--- config.mk ---
export PLATFORM = sky130hd
export DESIGN_NAME = ksa_swap
export DESIGN_NICKNAME = d
export VERILOG_FILES = /design/src/rtl/ksa_swap.sv
export SDC_FILE = /design/constraint.sdc
export NUM_CORES = 1
export LEC_CHECK = 0
export CAP_MARGIN = 20
export CELL_PAD_IN_SITES_DETAIL_PLACEMENT = 1
export CELL_PAD_IN_SITES_GLOBAL_PLACEMENT = 1
export CORE_UTILIZATION = 40
export DETAILED_ROUTE_END_ITERATION = 6
export DONT_BUFFER_PORTS = 1
export PLACE_DENSITY = 0.73
export SYNTH_ARGS = -nofsm -noshare
export SYNTH_HDL_FRONTEND = slang
export SYNTH_SLANG_ARGS = --single-unit
export TNS_END_PERCENT = 5
--- constraint.sdc ---
create_clock -name clk -period 4 [get_ports clk]
set_input_delay 0.8 -clock clk [delete_from_list [all_inputs] [get_ports clk]]
set_output_delay 0.8 -clock clk [all_outputs]
set_load 0.05 [all_outputs]
--- src/rtl/ksa_swap.sv ---
// ksa_swap: RC4 key-scheduling stage, permuting S in place through a single-port RAM.
// Optional build macro KSA_SKIP_SELF_SWAP_EN drops the read/write pair when j == i.
module ksa_swap #(
  parameter int KEY_BYTES = 3
) (
  input  logic                   clk,
  input  logic                   reset_n,
  input  logic                   start,
  input  logic [8*KEY_BYTES-1:0] secret_key,
  input  logic [7:0]             q,
  output logic [7:0]             address,
  output logic [7:0]             data,
  output logic                   wen,
  output logic                   mem_busy,
  output logic                   finish
);

  localparam int KW = (KEY_BYTES > 1) ? $clog2(KEY_BYTES) : 1;
  localparam logic [KW-1:0] K_LAST = KW'(KEY_BYTES - 1);

  typedef enum logic [2:0] {
    IDLE  = 3'd0,
    RD_I  = 3'd1,
    CAP_I = 3'd2,
    RD_J  = 3'd3,
    CAP_J = 3'd4,
    WR_I  = 3'd5,
    WR_J  = 3'd6,
    DONE  = 3'd7
  } state_t;

  state_t               r_state;
  state_t               w_next;
  logic [8:0]           r_i;
  logic [7:0]           r_j;
  logic [7:0]           r_si;
  logic [7:0]           r_sj;
  logic [KW-1:0]        r_k;
  logic [8*KEY_BYTES-1:0] r_key;
  logic [7:0]           w_key_byte;
  logic [7:0]           w_j_new;
  logic                 w_skip;
  logic                 w_last;
  logic                 w_advance;

  // Key byte k, byte 0 being the most significant byte of the key.
  always_comb begin
    w_key_byte = 8'h00;
    for (int b = 0; b < KEY_BYTES; b++) begin
      w_key_byte = (r_k == KW'(b)) ? r_key[8*(KEY_BYTES-1-b) +: 8] : w_key_byte;
    end
  end

  assign w_j_new = r_j + q + w_key_byte;
  assign w_last  = (r_i == 9'd255);

`ifdef KSA_SKIP_SELF_SWAP_EN
  assign w_skip = (w_j_new == r_i[7:0]);
`else
  assign w_skip = 1'b0;
`endif

  // State register.
  always_ff @(posedge clk or negedge reset_n) begin
    if (!reset_n) begin
      r_state <= IDLE;
    end else begin
      r_state <= w_next;
    end
  end

  // Next state and per-state RAM outputs.
  always_comb begin
    w_next    = r_state;
    address   = 8'h00;
    data      = 8'h00;
    wen       = 1'b0;
    mem_busy  = 1'b0;
    finish    = 1'b0;
    w_advance = 1'b0;
    case (r_state)
      IDLE: begin
        if (start) begin
          w_next = RD_I;
        end else begin
          w_next = IDLE;
        end
      end
      RD_I: begin
        mem_busy = 1'b1;
        address  = r_i[7:0];
        w_next   = CAP_I;
      end
      CAP_I: begin
        mem_busy = 1'b1;
        if (w_skip) begin
          w_advance = 1'b1;
          w_next    = w_last ? DONE : RD_I;
        end else begin
          w_next = RD_J;
        end
      end
      RD_J: begin
        mem_busy = 1'b1;
        address  = r_j;
        w_next   = CAP_J;
      end
      CAP_J: begin
        mem_busy = 1'b1;
        w_next   = WR_I;
      end
      WR_I: begin
        mem_busy = 1'b1;
        address  = r_i[7:0];
        data     = r_sj;
        wen      = 1'b1;
        w_next   = WR_J;
      end
      WR_J: begin
        mem_busy  = 1'b1;
        address   = r_j;
        data      = r_si;
        wen       = 1'b1;
        w_advance = 1'b1;
        w_next    = w_last ? DONE : RD_I;
      end
      DONE: begin
        finish = 1'b1;
        w_next = IDLE;
      end
      default: begin
        w_next = IDLE;
      end
    endcase
  end

  // Datapath: key capture, j accumulation, swap operands, i/k stepping.
  always_ff @(posedge clk or negedge reset_n) begin
    if (!reset_n) begin
      r_i   <= 9'd0;
      r_j   <= 8'd0;
      r_k   <= '0;
      r_si  <= 8'd0;
      r_sj  <= 8'd0;
      r_key <= '0;
    end else if (r_state == IDLE && start) begin
      r_key <= secret_key;
      r_i   <= 9'd0;
      r_j   <= 8'd0;
      r_k   <= '0;
    end else begin
      if (r_state == CAP_I) begin
        r_si <= q;
        r_j  <= w_j_new;
      end
      if (r_state == CAP_J) begin
        r_sj <= q;
      end
      if (w_advance && !w_last) begin
        r_i <= r_i + 9'd1;
        r_k <= (r_k == K_LAST) ? '0 : r_k + KW'(1);
      end
    end
  end

endmodule

==> results_dict.tcl <==
set metrics [dict create \
    area_growth_pct 10.6 \
    ant_nets 0 \
    fmax_mhz 310 \
    syn_area_per_cell_um2 11.0 \
    layout_commonest_cell "dfrtp_1" \
    clock_path_buffers 2 \
    drc_errors 0 \
    r2r-end "r_j[6]" \
    p_clk_share_pct 16.3 \
    slew_headroom_pct 35.9 \
    crit_end "r_j[6]" \
    wl_per_cell_um 19.0 \
    grt_max_degree 63 \
    holdWs_ns 0.135 \
    worstSetupPathType "reg -> reg" \
    crit_start "r_k[0]" \
    dp.cells 393 \
    drt_pass1_iterations 4 \
    final_layout_size_suffix_gt1_share_pct 20.5 \
    reg2reg_depth 10 \
    track_usage_pct 20.7 \
    p_comb_share_pct 49.8 \
    place.gp.congestion 0.785 \
    die_area_um2 8560 \
    final_design_area_no_fill_um2 3620 \
    rows 32 \
    seq_power_share_pct 33.9 \
    dp.final_hpwl_um 5580 \
    numClockSinks 62 \
    drv_cap 0 \
    slew_viol_final 0 \
    swShare_pct 43.6 \
    skew_ns 0.00594 \
    initialDrtViolationCount 108 \
    numCtsBuffers 9 \
    clk_pin_slew_ns 0.07 \
    die_h_um 92.5 \
    core_um2 7810 \
    synth_nets 348 \
    post-cts-setup-buffers 0 \
    setup_viol 0 \
    die_x_um 92.5 \
    ctsHoldBuffers 0 \
    root_buffer "clkbuf_8" \
    h-tree-depth 3 \
    final.setup.tns_ns 0 \
    hold_violations 0 \
    placed_area_um2 3410 \
    vias 2264 \
    clock_latency_ns 0.35 \
    crit_arrival_ns 3.46 \
    grt_pass1_wl_um 13200 \
    tightestPinTransition_ns 0.959 \
    ctsResizeCount 0 \
    internal_power_uw 1990 \
    r2r-start "r_k[0]" \
    fin_crit_sh_pct 80.7 \
    start_util_pct 42.0 \
    power_switching_uw 1530 \
    cts_tree "built" \
    grt_setup_unrepaired "no" \
    multi_input_comb_area_um2 1630 \
    antenna_cells 0 \
    place_ws_ns 0.767 \
    antenna_found_initial 0 \
    drt-total-wl_um 7760 \
    status "finished, final reports clean" \
    hp-class "in -> async" \
    crit_path_start_kind "register" \
    ys_seq_area_share_pct 47.3 \
    cp-end-kind "register" \
    io_pins 54 \
    ff2ff_setup_slack_ns 0.77 \
    synth_seq_cells 62 \
    grt-ovfl-total 0 \
    ff_latch_area_um2 1550 \
    timing.final.ws_setup_ns 0.774 \
    p_per_area_nw_per_um2 971 \
    nFillCells 859 \
    nets 353 \
    synth_cells 297 \
    via_per_inst 5.54 \
    port_buffers 0 \
    p_leak_uw 0.00157 \
    grt_pass1_vias 2556 \
    layoutNonFillerInstCount 409 \
    synth.distinct_cells 43 \
    critPathRequiredTime_ns 4.23 \
    most-common-layout-cells "dfrtp_1 (62), nand2_1 (40), mux2_2 (32)" \
    syn_area_um2 3280 \
    period_minus_slack_ns 3.23 \
    ir_worst_vdd_uv 291 \
    yosysWarnings 0 \
    cp_max_fo 12 \
]
-- worst max-delay path: stages, from the launching register on --
cell and delay (ns):
dfrtp_1 0.60, nor2b_1 0.54, nand2_1 0.09, o21ai_0 0.11, fa_1 0.47, ha_1 0.30, a21o_1 0.17, a21o_1 0.19
a21oi_1 0.19, nor4b_1 0.08, or3_1 0.38
-- flip-flops by register name, summed over array words and instances (netlist names) --
| signal | flops |
|---|---|
| r_i | 9 |
| r_j | 8 |
| r_si | 8 |
| r_state | 3 |
| r_k | 2 |
| r_sj | 8 |
| r_key | 24 |
-- per-stage QoR --
step	utilization [%]	power (µW)
global placement	43.7	2880
detailed placement	43.7	2970
finish	46.4	3520
floorplan	-	2560
CTS	46.4	3560
global route	46.4	3800
-- routing by layer --
metal  vias up  global-route usage, %  routed length, µm
met4         0                   11.3                179
met2        32                   34.2               3910
li1       1049                      -                  -
met3        13                   4.11                235
met1      1170                   25.2               3430
met5         -                      0                  0
-- cell usage after synthesis --
library cell / number / area (µm²)
or3_1: 3 / 18.8
buf_1: 1 / 3.75
ha_1: 8 / 100
nor2b_1: 12 / 75.1
mux2i_1: 8 / 80.1
nor4b_1: 1 / 8.76
a21o_1: 2 / 15.0
buf_2: 6 / 30.0
xor2_1: 7 / 61.3
o22ai_1: 1 / 6.26
o31ai_1: 1 / 7.51
nor3b_2: 1 / 12.5
clkbuf_1: 9 / 33.8
o21a_1: 1 / 7.51
nor3_1: 2 / 10.0
o21ai_0: 15 / 75.1
or2_2: 1 / 6.26
and2_1: 1 / 6.26
a31oi_1: 1 / 6.26
and2_0: 1 / 6.26
inv_1: 7 / 26.3
nand2_1: 40 / 150
nand4_1: 2 / 12.5
o2111ai_2: 1 / 15.0
a22oi_1: 8 / 60.1
nand3b_1: 1 / 7.51
nand2b_1: 6 / 37.5
o21bai_1: 1 / 7.51
o2bb2ai_1: 1 / 8.76
and4b_1: 1 / 10.0
dfrtp_1: 62 / 1550
a22o_1: 12 / 105
fa_1: 8 / 160
clkbuf_2: 1 / 5.00
nand3_1: 2 / 10.0
o311ai_0: 1 / 8.76
xnor2_1: 3 / 26.3
nor2_1: 14 / 52.6
a32o_1: 2 / 20.0
mux2_2: 32 / 360
nor4b_4: 1 / 23.8
a21oi_1: 7 / 35.0
and3_1: 2 / 12.5
-- cell families (layout without fill, tap and decap cells) --
group | after synthesis | count (layout) | synth area share (%)
simple gates | 91 | 91 | 14.1
flops | 62 | 62 | 47.3
compound gates | 54 | 54 | 11.5
mux | 40 | 40 | 13.4
buf+inv | 24 | 34 | 3.02
fa+ha+maj | 16 | 16 | 7.94
xor+xnor | 10 | 10 | 2.67
-- layout make-up --
class | instances | share of cell area [%]
clock buffer | 11 | 4.18
clock inverter | 5 | 1.59
inverter | 7 | 0.725
multi-input combinational | 211 | 44.9
sequential | 62 | 42.8
tap | 102 | 3.52
timing repair buffer | 11 | 2.28
-- power by group through the flow --
stage | combinational [µW] | sequential (µW) | clock [µW]
after floorplan | 1510 | 1050 | 0
after global placement | 1700 | 1190 | 0
after detailed placement | 1760 | 1200 | 0
after CTS | 1780 | 1190 | 594
after global routing | 1940 | 1230 | 620
final | 1750 | 1190 | 575
-- worst min path at each step --
stage	endpoint	slack (ns)	cells after the start
2_1_floorplan	r_si[0]	0.45	2
3_3_place_gp	r_si[7]	0.46	2
3_5_place_dp	r_si[5]	0.47	2
4_1_cts	r_key[14]	0.12	0
5_1_grt	r_key[14]	0.12	0
6_report	r_key[22]	0.13	0
No activity file was read; power rests on OpenSTA's default activity.
